`config.mk`:
```
export PLATFORM = sky130hd
export DESIGN_NAME = uart_rx_16
export DESIGN_NICKNAME = d
export VERILOG_FILES = /design/src/rtl/uart_rx_16.sv
export SDC_FILE = /design/constraint.sdc
export NUM_CORES = 1
export LEC_CHECK = 0
export CORE_MARGIN = 5
export CORE_UTILIZATION = 25
export CTS_CLUSTER_DIAMETER = 120
export DETAILED_ROUTE_END_ITERATION = 6
export PLACE_DENSITY = 0.44
export SYNTH_ARGS = -nofsm -noshare
export SYNTH_HDL_FRONTEND = slang
export SYNTH_SLANG_ARGS = --single-unit
```
`constraint.sdc`:
```
create_clock -name clk -period 1.7 [get_ports clk]
set_clock_uncertainty 0.05 [all_clocks]
set_input_delay 0.255 -clock clk [delete_from_list [all_inputs] [get_ports clk]]
set_output_delay 0.255 -clock clk [all_outputs]
set_load 0.005 [all_outputs]
```
`src/rtl/uart_rx_16.sv`:
```
// 8N1 UART receiver driven by a 16x oversampling tick; samples each bit at its centre.
// Optional even-parity bit and parity_err output when UART_RX_PARITY_EN is defined.
module uart_rx_16 #(
    parameter int unsigned DATA_BITS  = 8,
    parameter int unsigned OVERSAMPLE = 16
) (
    input  logic                 clk,
    input  logic                 rst,
    input  logic                 b_16tick,
    input  logic                 rx,
    output logic [DATA_BITS-1:0] rx_data,
    output logic                 rx_done,
    output logic                 rx_busy,
    output logic                 frame_err
`ifdef UART_RX_PARITY_EN
    ,
    output logic                 parity_err
`endif
);

    localparam int unsigned TW = $clog2(OVERSAMPLE);
    localparam int unsigned BW = $clog2(DATA_BITS + 1);
    localparam logic [TW-1:0] HALF_LAST = TW'(OVERSAMPLE / 2 - 1);
    localparam logic [TW-1:0] FULL_LAST = TW'(OVERSAMPLE - 1);
    localparam logic [BW-1:0] BIT_LAST  = BW'(DATA_BITS - 1);

    typedef enum logic [2:0] {
        IDLE,
        START,
        DATA,
`ifdef UART_RX_PARITY_EN
        PARITY,
`endif
        STOP
    } state_t;

    state_t               state_q, state_d;
    logic                 rx_meta_q, rx_s_q;
    logic [TW-1:0]        tick_q, tick_d;
    logic [BW-1:0]        bit_q, bit_d;
    logic [DATA_BITS-1:0] shift_q, shift_d;
    logic [DATA_BITS-1:0] data_q, data_d;
    logic                 done_q, done_d;
    logic                 busy_q, busy_d;
    logic                 ferr_q, ferr_d;
`ifdef UART_RX_PARITY_EN
    logic                 par_q, par_d;
    logic                 perr_q, perr_d;
`endif

    always_comb begin
        state_d = state_q;
        tick_d  = tick_q;
        bit_d   = bit_q;
        shift_d = shift_q;
        data_d  = data_q;
        done_d  = 1'b0;
        ferr_d  = ferr_q;
`ifdef UART_RX_PARITY_EN
        par_d   = par_q;
        perr_d  = perr_q;
`endif
        unique case (state_q)
            IDLE: begin
                // Start detection is tick-independent so a back-to-back edge is caught at once.
                if (!rx_s_q) begin
                    state_d = START;
                    tick_d  = '0;
                end
            end
            START: begin
                if (b_16tick) begin
                    if (tick_q == HALF_LAST) begin
                        tick_d = '0;
                        if (!rx_s_q) begin
                            state_d = DATA;
                            bit_d   = '0;
                        end else begin
                            state_d = IDLE;
                        end
                    end else begin
                        tick_d = tick_q + TW'(1);
                    end
                end
            end
            DATA: begin
                if (b_16tick) begin
                    if (tick_q == FULL_LAST) begin
                        tick_d  = '0;
                        shift_d = {rx_s_q, shift_q[DATA_BITS-1:1]};
                        if (bit_q == BIT_LAST) begin
`ifdef UART_RX_PARITY_EN
                            state_d = PARITY;
`else
                            state_d = STOP;
`endif
                        end else begin
                            bit_d = bit_q + BW'(1);
                        end
                    end else begin
                        tick_d = tick_q + TW'(1);
                    end
                end
            end
`ifdef UART_RX_PARITY_EN
            PARITY: begin
                if (b_16tick) begin
                    if (tick_q == FULL_LAST) begin
                        tick_d  = '0;
                        par_d   = rx_s_q;
                        state_d = STOP;
                    end else begin
                        tick_d = tick_q + TW'(1);
                    end
                end
            end
`endif
            STOP: begin
                if (b_16tick) begin
                    if (tick_q == FULL_LAST) begin
                        tick_d  = '0;
                        data_d  = shift_q;
                        ferr_d  = ~rx_s_q;
                        done_d  = 1'b1;
`ifdef UART_RX_PARITY_EN
                        perr_d  = ^shift_q ^ par_q;
`endif
                        state_d = IDLE;
                    end else begin
                        tick_d = tick_q + TW'(1);
                    end
                end
            end
            default: begin
                state_d = IDLE;
                tick_d  = '0;
            end
        endcase
        busy_d = (state_d != IDLE);
    end

    always_ff @(posedge clk or negedge rst) begin
        if (!rst) begin
            rx_meta_q <= 1'b1;
            rx_s_q    <= 1'b1;
            state_q   <= IDLE;
            tick_q    <= '0;
            bit_q     <= '0;
            shift_q   <= '0;
            data_q    <= '0;
            done_q    <= 1'b0;
            busy_q    <= 1'b0;
            ferr_q    <= 1'b0;
`ifdef UART_RX_PARITY_EN
            par_q     <= 1'b0;
            perr_q    <= 1'b0;
`endif
        end else begin
            rx_meta_q <= rx;
            rx_s_q    <= rx_meta_q;
            state_q   <= state_d;
            tick_q    <= tick_d;
            bit_q     <= bit_d;
            shift_q   <= shift_d;
            data_q    <= data_d;
            done_q    <= done_d;
            busy_q    <= busy_d;
            ferr_q    <= ferr_d;
`ifdef UART_RX_PARITY_EN
            par_q     <= par_d;
            perr_q    <= perr_d;
`endif
        end
    end

    assign rx_data   = data_q;
    assign rx_done   = done_q;
    assign rx_busy   = busy_q;
    assign frame_err = ferr_q;
`ifdef UART_RX_PARITY_EN
    assign parity_err = perr_q;
`endif

endmodule

```
==> metrics.md, run 1 <==
| Metric | Value |
|---|---|
| Comb power frac | 0.042 |
| Die ar. | 0.007859 mm^2 |
| Die extent in x | 88.65 um |
| Synthesized instance count | 124 |
| Clk_lat worst skew | 280 ps |
| Final worst slack | 109.0 ps |
| Synth top area share | 0.4854 |
| Outcome | finished, final reports clean |
| Final setup fails | 0 |
| FFs w/ async S/R, synth | 1.000 |
| Post-route cell area | 0.001876 mm^2 |
| Crit share post-route | 0.9359 |
| Pwr Total | 1444 uW |
| Pre-Repair DR Iteration Count | 4 |
| Hpwl dp | 2156 um |
| Int Pwr | 1120 uW |
| Num Clock Sinks | 32 |
| Ys flop type | dfrtp_1 |
| Resize count post-CTS | 0 |
| CP Class | flop to flop |
| Largest stage delay on the critical path | 410 ps |
| Critical Path AT | 1710 ps |
| First DRT Iteration DRCs | 16 |
| Cells along the critical path | ha_2 > and4_4 > buf_4 > nand2_2 > mux2_2 |
| Postcts setup bufs | 0 |
| Area contributors post-synth | dfrtp_1 49%, mux2_4 7.8%, mux2_2 6.6% |
| CP Capture Type | flop |
| CP Max Fanout | 8 |
| Placed cell areas | 0.001783 mm^2 |
| Critical path launch point type | flop |
| Ant diodes | 0 |
| Max-Cap Viols | 0 |
| Share of layout cells above drive strength 1 | 0.2945 |
| Pin count of the biggest net entering global routing | 33 |
| Placeable Area | 0.005956 mm^2 |
| DRC Markers | 0 |
| Post-synthesis area per instance | 12.47 um^2 |
| Fin nets | 151 |
| CTS tree | yes |
| Sequential share of power | 0.543 |
| Initial antenna violation count | 0 |
| Filler cell count | 611 |
| CTS Buf Count | 5 |
| Initial Util | 0.2597 |
| Chip Height | 88.65 um |
| Area leader, netlist | dfrtp_1 |
| Sw power | 323.8 uW |
| Slew Limit Fails | 0 |
| Antenna Nets Post-Route | 0 |
| RR Startpoint | tick_q[0] |
| Highest clock rate | 628.5 MHz |
| CP Launch Point | tick_q[0] |
| Number of global-route vias before repair | 1,087 |
| Final min period | 1591 ps |
| Hold crit path type | flop to flop |
| Yosys reg bits | 32 |
| First-pass GRT wire length | 5264 um |
| Unrepaired setup endpoints after global routing | false |
| Syn Nets | 130 |
| WP data required | 1820 ps |
| Hold_buf cts | 0 |
| Switching share of power | 0.2242 |
| Register area share after synthesis | 0.5194 |
| Post-synth EDFFs | 0 |
| Gpl congestion | 0.7765 |
| Hold Crit Start | rx_meta_q |
| Rows | 28 |
| Ports | 15 |
| Gr usage total | 0.08759 |
| Post-synth cell types | 42 |
| Pwr per Cell Area | 770.0 mW/mm^2 |
| H-tree levels | 2 |
| Clock slew at reported path FFs | 70 ps |
| Count of final hold-check violations | 0 |
| WP buf/inv | 1 |
| Final setup TNS | 0 ps |
| Area grow syn2layout | 21.28% |
| IO buf count | 14 |
| Clock root buffer | clkbuf_8 |
| Static Leak | 0.0008396 uW |
| Via/cell ratio | 4.706 |
| Worst-case vdd ir drop | 0.2910 mV |
| Via Count | 1,040 |
| Yosys Warn Count | 0 |
| Clk buf depth | 2 |
| Avg WL per Cell | 13.77 um |
| CP top delay family | flip-flops |
| Setup Slack @ Placement | -63.29 ps |
| Clock share of power | 0.415 |
| CP max stage cell | dfrtp_1 |
| Synthesized cell area | 0.001546 mm^2 |
| WL final | 3043 um |
| Total gr overflow | 0 |
## metrics by stage
stage | instances | util | hold slack (ps)
5_1_grt | 221 | 0.3149 | 316.3
4_1_cts | 221 | 0.3149 | 310.0
2_1_floorplan | 124 | - | -90.59
3_3_place_gp | 213 | 0.2994 | 301.1
6_report | 221 | 0.3149 | 310.1
3_5_place_dp | 213 | 0.2994 | 300.7
## state kept, by name, indices dropped and copies added, names as in the netlist
register   count
rx_data        8
shift_q        8
bit_q          4
tick_q         4
state_q        3
frame_err      1
rx_busy        1
rx_done        1
rx_meta_q      1
rx_s_q         1
## synth_stat cells, types with 3 or more instances
library cell,n
dfrtp_1,30
mux2_2,9
mux2_4,8
nor2_1,7
mux2i_1,6
o21ai_0,5
clkbuf_1,4
nand3_1,4
a21oi_1,3
nand2_1,3
nand4_1,3
nor2b_1,3
nor3_1,3
## cells by family (layout without fill, tap and decap cells)
logic type                 Yosys count  count (layout)  share of synthesized area
buffers and inverters               11              33                    0.04854
DFF                                 32              32                     0.5194
AOI/OAI and AO/OA                   20              20                    0.08658
other                                1               1                   0.002425
adders and majority gates            2               2                    0.01618
and+or+nand+nor                     34              34                     0.1392
xor gates and xnor gates             1               1                   0.005664
muxes                               23              23                     0.1820
## power groups by stage
stage	combinational, uW	clock [uW]	sequential (uW)
3_3_place_gp	61.6	0	798
3_5_place_dp	62.6	0	798
5_1_grt	70.1	663	785
6_report	60.6	600	784
4_1_cts	62.8	632	784
2_1_floorplan	29.4	0	790
## per-layer routing
| metal | vias to the layer above | part of all wire | global-route usage |
|---|---|---|---|
| met3 | 6 | 0.051 | 0.03352 |
| met2 | 21 | 0.48 | 0.1430 |
| li1 | 494 | - | - |
| met5 | - | 0 | 0 |
| met4 | 0 | 0.017 | 0.03297 |
| met1 | 519 | 0.45 | 0.1043 |
## placed cells by master, fill, tap and decap left out, types with 2 or more instances in the layout
cell             count
dfrtp_1             30
nand4_1              3
a21oi_1              3
clkdlybuf4s50_1     14
inv_1                2
nand2_1              3
clkbuf_8             6
clkinv_2             2
buf_4                9
dfstp_2              2
nand3_1              4
nor2b_1              3
nor2_1               7
mux2_2               9
mux2i_1              6
o21ai_0              5
mux2_4               8
o311ai_0             2
nor3_1               3
o21bai_1             2
## final cells by class
class	instances	area (um^2)	share of cell area
clock buffers	6	82.58	0.04403
inverters	2	7.507	0.004003
multi-input cells	81	670.6	0.3576
clock inverters	2	10.01	0.005337
repair buffers	23	207.7	0.1107
flip-flops and latches	32	803.3	0.4283
well taps	75	93.84	0.05003
## worst paths after layout
| kind | endpoint | slack (ps) | cells after the start |
|---|---|---|---|
| max | shift_q[1] | 110 | 5 |
| min | rx_s_q | 310 | 0 |
| max reg2reg | shift_q[1] | 110 | 5 |
| min reg2reg | rx_s_q | 310 | 0 |
| max in group asynchronous | rx_meta_q | 960 | 2 |
| min in group asynchronous | bit_q[2] | 330 | 2 |
No activity file was read; power rests on OpenSTA's default activity.
==> inputs of run 2 (changes only) <==
--- a/config.mk
+++ b/config.mk
@@ -5,11 +5,12 @@
 export SDC_FILE = /design/constraint.sdc
 export NUM_CORES = 1
 export LEC_CHECK = 0
+export ABC_CLOCK_PERIOD_IN_PS = 1700
 export CORE_MARGIN = 5
 export CORE_UTILIZATION = 25
 export CTS_CLUSTER_DIAMETER = 120
 export DETAILED_ROUTE_END_ITERATION = 6
-export PLACE_DENSITY = 0.44
+export PLACE_DENSITY = 0.4
 export SYNTH_ARGS = -nofsm -noshare
 export SYNTH_HDL_FRONTEND = slang
 export SYNTH_SLANG_ARGS = --single-unit
==> run 2 against run 1 <==
Against the previous run:
- utilization up 0.84 points
- sequential power about the same
- hold slack worse by 14 ps
- global-route usage up 0.25 points
- via count up 1.3%
- register-to-register slack worse by 20 ps
- die area unchanged
- worst setup slack worse by 16 ps
- critical path depth unchanged
- clock-buffer cell count unchanged
- combinational power up 11%
- power up 8.9%
- critical endpoint is now shift_q[6]
==> metrics.md, run 2 (same netlist as run 1, synthesis figures left out) <==
| Metric | Value |
|---|---|
| First-pass GRT wire length | 5354 um (was 5264 um) |
| Initial antenna violation count | 0 (unchanged) |
| Clk buf depth | 2 (unchanged) |
| Num Clock Sinks | 32 (unchanged) |
| Final setup fails | 0 (unchanged) |
| Share of layout cells above drive strength 1 | 0.3020 (was 0.2945) |
| Highest clock rate | 622.1 MHz (was 628.5 MHz) |
| Pwr Total | 1573 uW (was 1444 uW) |
| Count of final hold-check violations | 0 (unchanged) |
| H-tree levels | 2 (unchanged) |
| Ports | 15 (unchanged) |
| Critical Path AT | 1720 ps (was 1710 ps) |
| Initial Util | 0.2597 (unchanged) |
| Hold_buf cts | 0 (unchanged) |
| Hold crit path type | input port to async pin (was flop to flop) |
| Placeable Area | 0.005956 mm^2 (unchanged) |
| Critical path launch point type | flop (unchanged) |
| Number of global-route vias before repair | 1,083 (was 1,087) |
| Via Count | 1,054 (was 1,040) |
| Outcome | finished, final reports clean (unchanged) |
| Die extent in x | 88.65 um (unchanged) |
| Rows | 28 (unchanged) |
| Gpl congestion | 0.7664 (was 0.7765) |
| Die ar. | 0.007859 mm^2 (unchanged) |
| WL final | 3109 um (was 3043 um) |
| Ant diodes | 0 (unchanged) |
| Slew Limit Fails | 0 (unchanged) |
| CP Max Fanout | 8 (unchanged) |
| Pre-Repair DR Iteration Count | 4 (unchanged) |
| WP data required | 1810 ps (was 1820 ps) |
| Final min period | 1608 ps (was 1591 ps) |
| Area grow syn2layout | 24.51% (was 21.28%) |
| CTS tree | yes (unchanged) |
| IO buf count | 14 (unchanged) |
| Pin count of the biggest net entering global routing | 33 (unchanged) |
| Most frequent cells in the layout | 30 x dfrtp_1, 14 x clkdlybuf4s50_1, 11 x buf_4 (was 30 x dfrtp_1, 14 x clkdlybuf4s50_1, 9 x mux2_2, 9 x buf_4, 8 x mux2_4) |
| CP Class | flop to flop (unchanged) |
| Max-Cap Viols | 0 (unchanged) |
| Fin nets | 154 (was 151) |
| Unrepaired setup endpoints after global routing | false (unchanged) |
| Clock slew at reported path FFs | 70 ps (about the same) |
| First DRT Iteration DRCs | 18 (was 16) |
| Resize count post-CTS | 0 (unchanged) |
| Static Leak | 0.0008628 uW (was 0.0008396 uW) |
| Final Non-Filler Cells | 224 (was 221) |
| Hpwl dp | 2165 um (was 2156 um) |
| Worst-case vdd ir drop | 0.4062 mV (was 0.2910 mV) |
| CP Capture Type | flop (unchanged) |
| DRC Markers | 0 (unchanged) |
| Total gr overflow | 0 (unchanged) |
| Crit share post-route | 0.9456 (was 0.9359) |
| Filler cell count | 607 (was 611) |
| Avg WL per Cell | 13.88 um (was 13.77 um) |
| Via/cell ratio | 4.705 (was 4.706) |
| Clock root buffer | clkbuf_8 (unchanged) |
| Postcts setup bufs | 0 (unchanged) |
| Gr usage total | 0.09008 (was 0.08759) |
| CTS Buf Count | 5 (unchanged) |
| Antenna Nets Post-Route | 0 (unchanged) |
| # placed instances | 216 (was 213) |
| Pwr per Cell Area | 817.0 mW/mm^2 (was 770.0 mW/mm^2) |
| Commonest non-fill, non-tap cell in the layout | dfrtp_1 (unchanged) |
| Chip Height | 88.65 um (unchanged) |
| Clk_lat worst skew | 280 ps (about the same) |
[run 2: metrics by stage]
step	area, um^2	hold WS, ps	util	TNS [ps]	worst slack [ps]
after detailed placement	1818	300.7	0.3053	-1215	-93.81
after global placement	1818	299.7	0.3053	-896.2	-74.94
after global routing	1926	308.6	0.3233	0	36.63
final	1926	296.1	0.3233	0	92.46
after CTS	1926	300.4	0.3233	0	83.14
after floorplan	1549	-90.59	-	0	26.44
[run 2: layout make-up]
class                      count  area (um^2)  area share
clock inverter                 2        35.03     0.01819
inverter                       2        7.507    0.003899
multi-input combinational     81        670.6      0.3483
clock buffer                   6        72.57     0.03769
timing repair buffer          26        242.7      0.1261
sequential                    32        803.3      0.4172
tap                           75        93.84     0.04873
[run 2: where the power goes]
group	leakage [uW]	switching (uW)	internal (uW)
registers	0.000429	11.7	772
clock network	0.0000552	288	435
logic	0.000378	36.9	30.7
[run 2: worst max-delay path: stages, from the launching register on]
cell and delay [ps]:
dfrtp_1 420, ha_2 200, and4_4 150, buf_4 140, nand2_2 170, mux2_2 360
[run 2: final timing paths]
path,depth (start not counted),from,endpoint,slack [ps]
max reg2reg,5,tick_q[1],shift_q[6],90
min reg2reg,0,rx_meta_q,rx_s_q,310
max,5,tick_q[1],shift_q[6],90
min,2,rst,rx_busy,300
min in group clk,0,rx_meta_q,rx_s_q,310
max in group asynchronous,2,rst,rx_meta_q,1060
[run 2: layer usage]
layer / part of all wire / routed length [um] / GRT usage
met2: 0.46 / 1422 / 0.1363
met1: 0.48 / 1505 / 0.1174
met4: 0.0048 / 15 / 0.03297
met3: 0.053 / 165 / 0.03352
met5: 0 / 0 / 0
==> inputs of run 3 (changes only) <==
--- a/config.mk
+++ b/config.mk
@@ -8,6 +8,7 @@
 export ABC_CLOCK_PERIOD_IN_PS = 1700
 export CORE_MARGIN = 5
 export CORE_UTILIZATION = 25
+export CTS_BUF_LIST = sky130_fd_sc_hd__clkbuf_8
 export CTS_CLUSTER_DIAMETER = 120
 export DETAILED_ROUTE_END_ITERATION = 6
 export PLACE_DENSITY = 0.4
==> run 3 against run 2 <==
Against the previous run:
- clock power fell by 0.6%
- cell area did not move
- via count barely moved
- utilization did not move
- sequential share of layout area did not move
- wire length rose by 0.13%
- maximum frequency did not move
- non-clock buffer count did not move
- worst setup slack barely moved
- critical endpoint unchanged
- combinational power barely moved
- register-to-register slack barely moved
- final cell count did not move
==> metrics.md, run 3 (same netlist as run 1, synthesis figures left out) <==
| Metric | Value |
|---|---|
| Initial Util | 0.2597 (unchanged) |
| Ant diodes | 0 (unchanged) |
| Die ar. | 0.007859 mm^2 (unchanged) |
| Slew Limit Fails | 0 (unchanged) |
| Final min period | 1608 ps (about the same) |
| Die extent in x | 88.65 um (unchanged) |
| Post-route cell area | 0.001926 mm^2 (unchanged) |
| Gr usage total | 0.09008 (unchanged) |
| Pin count of the biggest net entering global routing | 33 (unchanged) |
| Area grow syn2layout | 24.51% (unchanged) |
| Initial antenna violation count | 0 (unchanged) |
| Share of layout cells above drive strength 1 | 0.3020 (unchanged) |
| Commonest non-fill, non-tap cell in the layout | dfrtp_1 (unchanged) |
| Count of final hold-check violations | 0 (unchanged) |
| DR WL met2 | 1423 um (was 1422 um) |
| WP data required | 1810 ps (about the same) |
| Hpwl dp | 2165 um (unchanged) |
| Critical Path AT | 1720 ps (about the same) |
| Number of global-route vias before repair | 1,083 (unchanged) |
| Metal3 WL | 167 um (was 165 um) |
| Placeable Area | 0.005956 mm^2 (unchanged) |
| Clk buf depth | 2 (unchanged) |
| First DRT Iteration DRCs | 18 (unchanged) |
| IO buf count | 14 (unchanged) |
| Crit share post-route | 0.9456 (about the same) |
| Final setup fails | 0 (unchanged) |
| Chip Height | 88.65 um (unchanged) |
| Placed cell areas | 0.001818 mm^2 (unchanged) |
| Static Leak | 0.0008670 uW (was 0.0008628 uW) |
| Num Clock Sinks | 32 (unchanged) |
| Worst-case vdd ir drop | 0.4062 mV (about the same) |
| Unrepaired setup endpoints after global routing | false (unchanged) |
| Top Metal Used | met4 (unchanged) |
| Pwr per Cell Area | 814.6 mW/mm^2 (was 817.0 mW/mm^2) |
| Antenna Nets Post-Route | 0 (unchanged) |
| Setup Slack @ Placement | -93.81 ps (unchanged) |
| Via Count | 1,055 (was 1,054) |
| Ports | 15 (unchanged) |
| Highest clock rate | 622.1 MHz (unchanged) |
| Rows | 28 (unchanged) |
| Clock slew at reported path FFs | 70 ps (about the same) |
| CP Class | flop to flop (unchanged) |
| Clock root buffer | clkbuf_8 (unchanged) |
| Gpl congestion | 0.7664 (unchanged) |
| Max-Cap Viols | 0 (unchanged) |
| H-tree levels | 2 (unchanged) |
| Via/cell ratio | 4.710 (was 4.705) |
| Worst R2R Setup Slack | 90 ps (about the same) |
| Avg WL per Cell | 13.90 um (was 13.88 um) |
| CP Max Fanout | 8 (unchanged) |
| First-pass GRT wire length | 5354 um (unchanged) |
| CTS Buf Count | 5 (unchanged) |
| Fin nets | 154 (unchanged) |
| CTS tree | yes (unchanged) |
| Pre-Repair DR Iteration Count | 4 (unchanged) |
| Outcome | finished, final reports clean (unchanged) |
| Hold_buf cts | 0 (unchanged) |
| Postcts setup bufs | 0 (unchanged) |
| WL final | 3113 um (was 3109 um) |
| Critical path launch point type | flop (unchanged) |
| Hold crit path type | input port to async pin (unchanged) |
| M1 WL | 1507 um (was 1505 um) |
| Clk_lat worst skew | 280 ps (about the same) |
| Total gr overflow | 0 (unchanged) |
| DRC Markers | 0 (unchanged) |
| CP Capture Type | flop (unchanged) |
| Final worst slack | 92.46 ps (about the same) |
| Most frequent cells in the layout | 30 x dfrtp_1, 14 x clkdlybuf4s50_1, 11 x buf_4 (unchanged) |
| Resize count post-CTS | 0 (unchanged) |
==> run 3: changes by cell type in the layout (fill, tap and decap cells not counted) <==
cell	delta
inv_1	+1
clkbuf_1	-1
==> run 3: power breakdown <==
| part | switching (uW) | leakage, uW | internal, uW |
|---|---|---|---|
| registers | 11.7 | 0.000429 | 772 |
| logic | 36.9 | 0.000378 | 30.7 |
| clock network | 289 | 0.0000593 | 429 |
==> run 3: metrics by stage <==
stage          power (uW)    util  instances  hold slack, ps  setup TNS [ps]
2_1_floorplan       819.6       -        124          -90.59               0
3_3_place_gp        864.4  0.3053        216           299.7          -896.2
3_5_place_dp        865.9  0.3053        216           300.7           -1215
4_1_cts              1594  0.3233        224           300.4               0
5_1_grt              1634  0.3233        224           308.5               0
6_report             1569  0.3233        224           296.1               0
==> run 3: worst paths after layout <==
check | end | cells after the start | from
worst min register to register | rx_s_q | 0 | rx_meta_q
worst max-delay path | shift_q[6] | 5 | tick_q[1]
max in group asynchronous | rx_meta_q | 2 | rst
worst min-delay path | rx_busy | 2 | rst
worst max register to register | shift_q[6] | 5 | tick_q[1]
min in group clk | rx_s_q | 0 | rx_meta_q
==> run 3: worst max-delay path: stages, from the launching register on <==
cell and delay [ps]:
dfrtp_1 420, ha_2 200, and4_4 150, buf_4 140, nand2_2 170, mux2_2 360
==> run 3: cell type report <==
cell class | count | area, um^2
Timing Repair Buffer | 26 | 242.7
Inverter | 2 | 7.507
Multi-Input combinational cell | 81 | 670.6
Clock buffer | 5 | 68.82
Tap cell | 75 | 93.84
Clock inverter | 3 | 38.79
Fill cell | 607 | 4030
Sequential cell | 32 | 803.3
==> run 3: metal layers <==
| layer | vias to the layer above | GRT usage |
|---|---|---|
| li1 | 497 | - |
| met1 | 535 | 0.1174 |
| met2 | 21 | 0.1363 |
| met3 | 2 | 0.03352 |
| met4 | 0 | 0.03297 |
| met5 | - | 0 |
